**src/rtl/pipe_skid_reg.sv**
```systemverilog
`default_nettype none
// ============================================================================
// Module   : pipe_skid_reg
// Purpose  : Generic handshaked pipeline-stage register. Carries a DATA_W-bit
//            bundle through a valid/ready handshake, with an optional skid
//            entry so that in_ready_o is a flop output. Flush has priority
//            over everything and forces the BUBBLE value. A saturating
//            counter tracks cycles spent stalled by downstream.
// Ports    : clk_i        clock, rising edge
//            rst_i        asynchronous active-high reset
//            flush_i      synchronous flush of held and incoming data
//            in_valid_i   upstream beat present
//            in_ready_o   stage can accept a beat this cycle
//            in_data_i    upstream bundle
//            out_valid_o  main entry holds a valid beat
//            out_ready_i  downstream accepts this cycle
//            out_data_o   main entry bundle (registered)
//            occupancy_o  number of valid entries (0..2)
//            stall_cnt_o  saturating count of valid-but-not-ready cycles
// Revision : 1.0 - initial release
// ============================================================================
module pipe_skid_reg #(
  parameter int                DATA_W = 96,
  parameter logic [DATA_W-1:0] BUBBLE = {DATA_W{1'b0}},
  parameter int                SKID   = 1,
  parameter int                CNT_W  = 16
) (
  input  logic              clk_i,
  input  logic              rst_i,
  input  logic              flush_i,
  input  logic              in_valid_i,
  output logic              in_ready_o,
  input  logic [DATA_W-1:0] in_data_i,
  output logic              out_valid_o,
  input  logic              out_ready_i,
  output logic [DATA_W-1:0] out_data_o,
  output logic [1:0]        occupancy_o,
  output logic [CNT_W-1:0]  stall_cnt_o
);

  typedef enum logic [1:0] {
    ST_EMPTY = 2'd0,
    ST_ONE   = 2'd1,
    ST_FULL  = 2'd2
  } state_e;

  localparam logic [CNT_W-1:0] CNT_MAX = {CNT_W{1'b1}};

  state_e             state_q, state_d;
  logic [DATA_W-1:0]  m_data_q, m_data_d;
  logic [DATA_W-1:0]  s_data_q, s_data_d;
  logic [CNT_W-1:0]   stall_cnt_q, stall_cnt_d;

  logic m_valid;
  logic s_valid;
  logic acc;
  logic snd;

  assign m_valid = (state_q != ST_EMPTY);
  assign s_valid = (state_q == ST_FULL);

  generate
    if (SKID != 0) begin : g_ready_skid
      // Ready depends only on state: no path from out_ready_i.
      assign in_ready_o = !s_valid;
    end else begin : g_ready_comb
      // Single entry: can refill in the same cycle the beat leaves.
      assign in_ready_o = !m_valid || out_ready_i;
    end
  endgenerate

  assign acc = in_valid_i && in_ready_o;
  assign snd = m_valid && out_ready_i;

  always_comb begin
    state_d  = state_q;
    m_data_d = m_data_q;
    s_data_d = s_data_q;
    if (flush_i) begin
      // Sent beat still leaves this cycle; accepted beat is dropped.
      state_d  = ST_EMPTY;
      m_data_d = BUBBLE;
      s_data_d = BUBBLE;
    end else begin
      case (state_q)
        ST_EMPTY: begin
          if (acc) begin
            m_data_d = in_data_i;
            state_d  = ST_ONE;
          end
        end
        ST_ONE: begin
          if (snd && acc) begin
            m_data_d = in_data_i;
          end else if (snd) begin
            m_data_d = BUBBLE;
            state_d  = ST_EMPTY;
          end else if (acc && (SKID != 0)) begin
            // Stall not absorbed by M: park the new beat behind it.
            s_data_d = in_data_i;
            state_d  = ST_FULL;
          end
        end
        ST_FULL: begin
          if (snd) begin
            m_data_d = s_data_q;
            s_data_d = BUBBLE;
            state_d  = ST_ONE;
          end
        end
        default: begin
          state_d  = ST_EMPTY;
          m_data_d = BUBBLE;
          s_data_d = BUBBLE;
        end
      endcase
    end
  end

  always_comb begin
    stall_cnt_d = stall_cnt_q;
    if (m_valid && !out_ready_i && (stall_cnt_q != CNT_MAX)) begin
      stall_cnt_d = stall_cnt_q + CNT_W'(1);
    end
  end

  always_ff @(posedge clk_i or posedge rst_i) begin
    if (rst_i) begin
      state_q     <= ST_EMPTY;
      m_data_q    <= BUBBLE;
      s_data_q    <= BUBBLE;
      stall_cnt_q <= '0;
    end else begin
      state_q     <= state_d;
      m_data_q    <= m_data_d;
      s_data_q    <= s_data_d;
      stall_cnt_q <= stall_cnt_d;
    end
  end

  assign out_valid_o = m_valid;
  assign out_data_o  = m_data_q;
  assign occupancy_o = {1'b0, m_valid} + {1'b0, s_valid};
  assign stall_cnt_o = stall_cnt_q;

endmodule
`default_nettype wire
```
**config.mk**
```make
export PLATFORM = sky130hd
export DESIGN_NAME = pipe_skid_reg
export DESIGN_NICKNAME = d
export VERILOG_FILES = /design/src/rtl/pipe_skid_reg.sv
export SDC_FILE = /design/constraint.sdc
export NUM_CORES = 1
export LEC_CHECK = 0
export ABC_AREA = 1
export CAP_MARGIN = 20
export CORE_ASPECT_RATIO = 1.2
export CORE_MARGIN = 2
export CORE_UTILIZATION = 25
export DETAILED_ROUTE_END_ITERATION = 8
export GPL_TIMING_DRIVEN = 0
export HOLD_SLACK_MARGIN = 0.02
export MAX_ROUTING_LAYER = met4
export PLACE_DENSITY = 0.46
export SYNTH_ARGS = -nofsm -noshare
export SYNTH_HDL_FRONTEND = slang
export SYNTH_SLANG_ARGS = --single-unit
```
**constraint.sdc**
```tcl
create_clock -name clk_i -period 7.5 [get_ports clk_i]
set_input_delay 1.5 -clock clk_i [delete_from_list [all_inputs] [get_ports clk_i]]
set_output_delay 1.5 -clock clk_i [all_outputs]
set_load 0.005 [all_outputs]
```
-- After elaboration in Yosys (flattened, before gate mapping)
Index checks and enable logic that the tools add are counted.
W data, S select, Z words.
- flip-flop bits (word level): 210
- input bits: 101
- word-level logic and storage cells: 46
- add/subtract/negate cells: 2
- eq/ne operators: 11
- muxes and demuxes: 17
- reductions and logical operators: 12
- operators by type and width (kind ; count):
    $mux W96 ; 8
    $pmux W96 S3 ; 2
    $add A16 B1 Y16 const B ; 1
    $ne A16 B16 Y1 const B ; 1
    $mux W2 ; 6
    $ne A3 B3 Y1 const B ; 4
    $ne A4 B4 Y1 const B ; 2
    $pmux W2 S3 ; 1
    $logic_and A1 B1 Y1 ; 5
    $reduce_and A5 Y1 ; 1
    $reduce_and A4 Y1 ; 1
    $ne A3 B2 Y1 const B ; 1
    $reduce_and A3 Y1 ; 1
    $add A1 B1 Y2 ; 1
    $eq A2 B1 Y1 const B ; 1
    $eq A2 B2 Y1 const B ; 1
    $logic_not A1 Y1 ; 2
    $logic_not A2 Y1 ; 1
    $ne A2 B2 Y1 const B ; 1
    $reduce_bool A2 Y1 ; 1

-- Longest topological paths before layout
Gate-level depths: netlist (run 1).
- depth after elaboration: 8
- depth in mapped cells: 12

-- Worst setup path before layout (run 1)
No wires, ideal clock.
- path kind: register to output
- from: register state_q[0]
- to: output port out_valid_o
- data arrival time: 1.347 ns
- slack: 4.653 ns
- stages on the path, launching flop included: 6
- buffers on the path: 3
- cells stage by stage: dfrtp_1 -> buf_2 -> nor2_1 -> clkbuf_1 -> clkbuf_1 -> inv_1
- longest elaborated chain between the ends: 1
- RTL lines (element ; line ; RTL):
    from (decl) ; 49 ; state_e state_q, state_d;
    from (signal assigned) ; 134 ; state_q <= state_d;
    $reduce_bool A2 Y1 ; 59 ; assign m_valid = (state_q != ST_EMPTY);
    to (decl) ; 34 ; output logic out_valid_o,
Every way passes these cells.

-- Final worst setup path (run 1)
Ends and elaborated chain as after synthesis.

==> results.toml, run 1 <==
[placement]
place_ws_ps = 3360
place_congestion = 0.818
hpwl_um = 29500
dpl_cell_area_um2 = 13800
numPortBuffers = 216

[clock_tree]
cts_setup_buffers = 0
htreeDepth = 1
cts_root_buf = "clkbuf_16"
clockBufferDepth = 3
cts_buffers = 26
holdBufCountCts = 0
clock_sinks = 210
cts.clk_slew.worst_paths_ps = 60
cts_resized = 0
insertion_delay_ps = 560
cts_tree = "built"

[sta]
setup_tns_ps = 0
final-setup-viol-count = 0
fin_crit_ps = 4440
slew_headroom = 0.467
rsz0062_at_grt = "false"
finClkSkew_ps = 8.09
final_max_slew_viol_count = 0
fin_crit_sh = 0.593
worst_slew_pin_slew_ps = 800
fmax_mhz = 225
hold_viol_final = 0
fin_ws_ps = 3060

[worst_setup_path]
arrival_ps = 2940
required_ps = 6000
rr_worst_depth = 10
reg2reg_to = "s_data_q[73]"
reg2reg_slack_ps = 4970
end_kind = "output port"
timing.rr.start = "state_q[0]"
worstPathMaxFanout = 10
cp-start-kind = "flop"
critical_path_class = "reg2out"

[grt]
use_met2 = 0.307
grt_max_degree = 110
grt_overflow = 0
use_met3 = 0.0293
grt_util_all_layers = 0.187
grt_pass1_vias = 10900
grt_use_met1 = 0.238
grt_pass1_wl_um = 64700
globalRoute.busiestLayer = "met2"
antenna_found_initial = 2

[floorplanning]
rows = 83
io_pins = 217
core_area_um2 = 43000
die_area_um2 = 45400
fp.dieW_um = 195
die_y_um = 233
start_util = 0.254

[yosys]
ys_seq_area_frac = 0.481
syn-num-nets = 1664
synthCells = 1562
synthTopCellsByCount = "632 x nand2_1, 263 x nand3_1, 210 x dfrtp_1"
netlist-cell-type-count = 20
synth_edf_count = 0
synth_top_area_frac = 0.481
synth_area_um2 = 10900
async_flop_share = 1.00
synthTopCellsByArea = "dfrtp_1 48%, nand2_1 22%, nand3_1 12%"
ys_ff_latch = 210
ys.flop_type = "dfrtp_1"
post-synth-top-area-cell = "dfrtp_1"
yosys_warnings = 0
syn_area_per_cell_um2 = 7.00
synth.most_common_cell = "nand2_1"

[final_layout]
num-nets-final = 1909
drive_above_1_share = 0.0340
synthToLayoutAreaGrowth_pct = 33.8
design_area_um2 = 14600

[route]
first_pass_iters = 5
wirelength_um = 41400
via_per_inst = 4.64
drc = 0
wl_per_cell_um = 17.4
drt_iter0_drc = 702
ant_nets = 0
vias = 11000

[min_path]
worstHoldStart = "out_data_o[28]"
min_to = "out_data_o[28]"
min_path_type = "reg2reg"
min_path_cells = 2

[power]
vdd_drop_max_mv = 0.155
power_density_nw_per_um2 = 252
power_leakage_nw = 6.88

[run]
drv_cap = 0

[status]
status = "completed"
[layout make-up]
class,instances,area [um2]
Inverter,59,229
Antenna cell,3,7.51
Tap cell,552,691
Fill cell,4648,28400
Clock inverter,5,25.0
Clock buffer,39,771
Timing Repair Buffer,217,2190
Multi-Input combinational cell,1176,4990
Sequential cell,210,5260
Buffer,117,460
[registers in the layout, summed over array words and instances (netlist names)]
name / flops
stall_cnt_o: 16
state_q: 2
s_data_q: 96
out_data_o: 96
[power by group]
group / leakage (nW) / switching [mW] / internal (mW)
clock network: 0.397 / 0.517 / 0.701
registers: 2.84 / 0.0985 / 1.30
logic: 3.65 / 0.656 / 0.414
[layer usage]
metal  share of wire  wire length [um]
met1            0.44             18300
met4           0.024              1000
met2            0.48             20100
met3           0.050              2090
met5               0                 0
[per-stage QoR]
stage | util | hold WS (ps) | std cells | power [mW]
after global placement | 0.321 | 464 | 2330 | 2.49
final | 0.340 | 477 | 2378 | 3.68
after CTS | 0.340 | 483 | 2375 | 3.76
after global routing | 0.340 | 499 | 2377 | 3.93
after detailed placement | 0.321 | 464 | 2331 | 2.50
after floorplan | - | 451 | 1562 | 1.94
[cell families after synthesis]
family          Yosys count  synth area share
simple gates           1024             0.384
compound gates          144            0.0662
fa+ha+maj                 1           0.00114
buf+inv                 176            0.0624
flops                   210             0.481
xor+xnor                  7           0.00561
[worst max-delay path: stages, from the launching register on]
cell	delay (ps)
dfrtp_1	350
buf_2	160
nor2_1	310
clkbuf_1	550
clkbuf_1	460
inv_1	90
clkdlybuf4s50_1	450
[layout by cell type, fill, tap and decap left out]
cell / netlist / routed
inv_8: 0 / 1
and2_1: 1 / 1
buf_16: 0 / 1
inv_1: 55 / 54
xor2_1: 1 / 1
clkinv_2: 0 / 5
dfrtp_1: 210 / 210
xnor2_1: 6 / 6
nor3_1: 1 / 1
nor2_1: 119 / 119
a21oi_1: 1 / 1
nand4_1: 6 / 6
clkbuf_1: 96 / 103
a21boi_0: 1 / 1
clkdlybuf4s50_1: 0 / 216
buf_2: 17 / 17
nand3_1: 263 / 263
inv_2: 4 / 4
clkbuf_16: 0 / 27
diode_2: 0 / 3
nor2_2: 2 / 2
o21ai_1: 46 / 46
buf_1: 4 / 4
nand2_1: 632 / 632
ha_1: 1 / 1
o21ai_0: 96 / 96
clkbuf_8: 0 / 5
[how the worst max path moves through the flow]
stage	start	to	slack [ps]
floorplan	rst_i	out_data_o[0]	260
global placement	rst_i	s_data_q[65]	-3550
detailed placement	flush_i	out_data_o[95]	3360
CTS	state_q[0]	out_valid_o	2990
global route	state_q[0]	out_valid_o	2880
finish	state_q[0]	out_valid_o	3060
No activity file was read; power rests on OpenSTA's default activity.
==> run 2: changes to the inputs <==
- clock period: 7.5 -> 3.7 ns (I/O delays scaled with it)
==> run 2 against run 1 <==
  * Setup slack lost 2800 ps
  * Combinational power grew 100%
  * Register-to-register slack lost 3900 ps
  * Clock skew grew 2.0 ps
  * Sequential power grew 100%
  * Power grew 110%
  * First-iteration DRC count shrank 5.8%
  * Final cell count grew 0.46%
  * Sequential share of layout area shrank 0.53 points
  * Utilization grew 0.51 points
  * Wire length is essentially flat
  * Cell area grew 1.5%
  * Critical path type unchanged
  * Highest routed layer unchanged
==> results.toml, run 2 (synthesis results as in run 1) <==
[status]
status = "completed"

[grt]
grt_max_degree = 38
grt_overflow = 0
grt_util_all_layers = 0.187
grt_pass1_vias = 11000
antenna_found_initial = 4
grt_pass1_wl_um = 64600

[route]
wirelength_um = 41500
ant_nets = 0
wl_per_cell_um = 17.4
drc = 0
first_pass_iters = 5
via_per_inst = 4.63
drt_iter0_drc = 661
vias = 11100

[sta]
slew_headroom = 0.474
fmax_mhz = 287
worst_slew_pin_slew_ps = 789
hold_slack_ps = 478
fin_crit_ps = 3480
fin_crit_sh = 0.941
hold_viol_final = 0
rsz0062_at_grt = "false"
final-setup-viol-count = 0
final_max_slew_viol_count = 0
finClkSkew_ps = 10.1

[power]
power_density_nw_per_um2 = 525
power.switching_mw = 2.62
power_leakage_nw = 6.98
total_power_mw = 7.78
internal_power_mw = 5.16
p_seq_frac = 0.363
vdd_drop_max_mv = 0.350
switching_share = 0.337
p_clk_frac = 0.357
comb_power_share = 0.280

[worst_setup_path]
timing.rr.start = "state_q[0]"
cp_slowest_cell = "clkbuf_1"
worstPathMaxFanout = 10
rr_worst_depth = 10
required_ps = 2960
cp_cell_sequence = "buf_2, nor2_1, clkbuf_2, clkbuf_1, inv_1, clkdlybuf4s50_1"
cp-start-kind = "flop"
end_kind = "output port"
reg2reg_to = "s_data_q[69]"
reg2reg_slack_ps = 1060
slowest_delay_ps = 460
arrival_ps = 2740
critical_path_class = "reg2out"

[floorplanning]
die_y_um = 233
die_area_um2 = 45400
rows = 83
io_pins = 217
fp.dieW_um = 195
core_area_um2 = 43000
start_util = 0.254

[clock_tree]
cts.clk_slew.worst_paths_ps = 60
htreeDepth = 1
cts_tree = "built"
clockBufferDepth = 3
insertion_delay_ps = 560
cts_setup_buffers = 0
cts_buffers = 27
cts_root_buf = "clkbuf_16"
clock_sinks = 210

[placement]
place_congestion = 0.805
numPortBuffers = 216
hpwl_um = 30300

[run]
drv_cap = 0

[final_layout]
layout_common_cells = "632 x nand2_1, 263 x nand3_1, 216 x clkdlybuf4s50_1"
drive_above_1_share = 0.0409
num-nets-final = 1915
final_common_cell = "nand2_1"
synthToLayoutAreaGrowth_pct = 35.8

[min_path]
min_path_type = "reg2reg"
min_path_cells = 2
worstHoldStart = "out_data_o[81]"
min_to = "out_data_o[81]"
## run 2: power groups by stage
stage	Combinational (mW)	Sequential [mW]	Clock (mW)
CTS	2.22	2.83	2.85
global route	2.44	2.87	2.94
finish	2.18	2.83	2.78
global placement	2.18	2.87	0
detailed placement	2.21	2.87	0
floorplan	1.09	2.84	0
## run 2: worst max-delay path by stage
stage,start,end,cells after the start
global placement,rst_i,out_data_o[50],2
CTS,state_q[0],out_valid_o,6
detailed placement,flush_i,out_data_o[95],7
floorplan,rst_i,out_data_o[0],1
global route,state_q[0],out_valid_o,6
finish,state_q[0],out_valid_o,6
## run 2: what timing repair did
item	CTS	global route
setup endpoints to repair	1	0
gates resized for setup	1	0
hold buffers	0	0
## run 2: cell type report
| cell class | count | area, um2 |
|---|---|---|
| Tap cell | 552 | 691 |
| Multi-Input combinational cell | 1176 | 4990 |
| Clock inverter | 10 | 134 |
| Fill cell | 4688 | 28200 |
| Timing Repair Buffer | 222 | 2280 |
| Inverter | 59 | 225 |
| Antenna cell | 5 | 12.5 |
| Sequential cell | 210 | 5260 |
| Clock buffer | 38 | 787 |
| Buffer | 117 | 462 |
## run 2: routing by layer
layer,vias to the layer above,GRT usage,wire length [um]
li1,5491,-,-
met1,5231,0.235,18400
met2,280,0.307,19900
met3,52,0.0325,2190
met4,0,0.0558,995
met5,-,-,0
## run 2: metrics by stage
stage	setup WS, ps	TNS [ps]	cell area [um2]	std cells	util
6_report	217	0	14800	2389	0.345
5_1_grt	115	0	14800	2388	0.345
4_1_cts	170	0	14800	2384	0.345
3_5_place_dp	316	0	13900	2336	0.323
3_3_place_gp	-1920	-397610	13800	2330	0.321
2_1_floorplan	232	0	10900	1562	-
## run 2: worst max-delay path, delay by kind of cell, from the launching register on
family | cells | cell delay, ps
AND/OR/NAND/NOR | 1 | 310
buffers and inverters | 5 | 1520
flip-flops | 1 | 350
==> run 3: changes to the inputs <==
- CELL_PAD_IN_SITES_DETAIL_PLACEMENT: default -> 1
- CELL_PAD_IN_SITES_GLOBAL_PLACEMENT: default -> 2
- CORE_UTILIZATION: 25 -> 26
- PLACE_DENSITY: 0.46 -> 0.77
==> run 3 against run 2 <==
  * Cell area shrank 0.37%
  * Clock-buffer cell count increased by 4
  * Hold slack barely moved
  * Flip-flop and latch count unchanged
  * Utilization rose by 0.98 points
  * Power is 1.3% lower
  * Clock power down 5%
  * Critical path type unchanged
  * Largest cell class unchanged
  * Largest power group unchanged
  * Highest routed layer unchanged
==> results.toml, run 3 (synthesis results as in run 1) <==
[status]
status = "completed"

[sta]
rsz0062_at_grt = "false"
hold_slack_ps = 478
final_max_slew_viol_count = 0
slew_headroom = 0.450
finClkSkew_ps = 20.7
final-setup-viol-count = 0
fin_crit_ps = 3240
fmax_mhz = 308
fin_crit_sh = 0.877
hold_viol_final = 0
worst_slew_pin_slew_ps = 825
fin_ws_ps = 455
setup_tns_ps = 0

[placement]
place_congestion = 0.803
dpl_cell_area_um2 = 13900
place_ws_ps = 241
hpwl_um = 32000
numPortBuffers = 216

[route]
drc = 0
via_per_inst = 4.68
drt_iter0_drc = 483
first_pass_iters = 5
ant_nets = 0
vias = 11200
wirelength_um = 43400
wl_per_cell_um = 18.2

[clock_tree]
clockBufferDepth = 3
clock_sinks = 210
cts_root_buf = "clkbuf_16"
insertion_delay_ps = 550
cts_tree = "built"
cts.clk_slew.worst_paths_ps = 60
cts_buffers = 26
holdBufCountCts = 0
cts_setup_buffers = 0
htreeDepth = 1

[run]
drv_cap = 0

[worst_setup_path]
arrival_ps = 2500
cp-start-kind = "flop"
required_ps = 2960
cp_cell_sequence = "buf_2, nor2_1, clkbuf_1, clkdlybuf4s50_1"
critical_path_class = "reg2out"
worstPathMaxFanout = 10
slowest_delay_ps = 650
reg2reg_slack_ps = 1060
cp_slowest_cell = "clkdlybuf4s50_1"
end_kind = "output port"

[floorplanning]
io_pins = 217
core_area_um2 = 41700
die_y_um = 229
fp.dieW_um = 191
die_area_um2 = 43700
rows = 82
start_util = 0.262

[grt]
antenna_found_initial = 5
grt_util_all_layers = 0.206
grt_overflow = 0
grt_pass1_wl_um = 68500
grt_pass1_vias = 11800
grt_max_degree = 37

[final_layout]
layout_common_cells = "632 x nand2_1, 263 x nand3_1, 216 x clkdlybuf4s50_1"
design_area_um2 = 14800
multi_input_area_um2 = 4990
final_common_cell = "nand2_1"
ff_latch_area_um2 = 5260
synthToLayoutAreaGrowth_pct = 35.3
num-nets-final = 1913
drive_above_1_share = 0.0399
fillers = 5207

[power]
power_density_nw_per_um2 = 520
vdd_drop_max_mv = 0.331
power_leakage_nw = 6.96

[min_path]
min_path_type = "reg2reg"
[run 3: cell types whose count changed in the layout (fill, tap and decap cells not counted)]
| cell | change |
|---|---|
| inv_6 | -1 |
| clkinvlp_4 | -2 |
| clkbuf_8 | +2 |
| clkbuf_1 | +1 |
| bufinv_16 | -2 |
| clkinv_2 | +1 |
[run 3: per-layer routing]
metal / wire length, um / GRT usage
met1: 19300 / 0.259
met2: 21400 / 0.342
met3: 1710 / 0.0299
met4: 1050 / 0.0575
met5: 0 / -
[run 3: what timing repair did]
action                     4_1_cts  5_1_grt
setup endpoints to repair        1        1
pin swaps                        0        0
gates resized for setup          1        0
cloned                           0        0
[run 3: critical path, delay by kind of cell (launching register included)]
kind	cells	cell delay, ps
flops	1	360
simple gates	1	270
buf+inv	3	1330
[run 3: final timing paths]
| check | from | end | cells after the start |
|---|---|---|---|
| min reg2reg | out_data_o[86] | out_data_o[86] | 2 |
| max | state_q[0] | occupancy_o[1] | 4 |
| max in group asynchronous | rst_i | out_data_o[48] | 5 |
| min | out_data_o[86] | out_data_o[86] | 2 |
| min in group asynchronous | rst_i | stall_cnt_o[14] | 2 |
| max reg2reg | stall_cnt_o[0] | stall_cnt_o[0] | 9 |
[run 3: cell type report]
class,count,area share
multi-input cells,1176,0.338
diodes,5,0.000846
clock inverters,6,0.00372
clock buffers,42,0.0556
repair buffers,222,0.154
well taps,546,0.0462
flip-flops and latches,210,0.355
plain buffers,116,0.0310
inverters,59,0.0152
[run 3: stage by stage]
stage,util,power (mW),std cells
finish,0.355,7.69,2382
global route,0.355,8.17,2382
CTS,0.355,7.83,2378
detailed placement,0.334,5.12,2330
global placement,0.331,5.06,2324
floorplan,-,3.93,1562
[run 3: report_power, final]
part / internal, mW / total, mW / switching [mW]
combinational: 0.849 / 2.21 / 1.36
sequential: 2.63 / 2.84 / 0.208
clock: 1.58 / 2.64 / 1.07
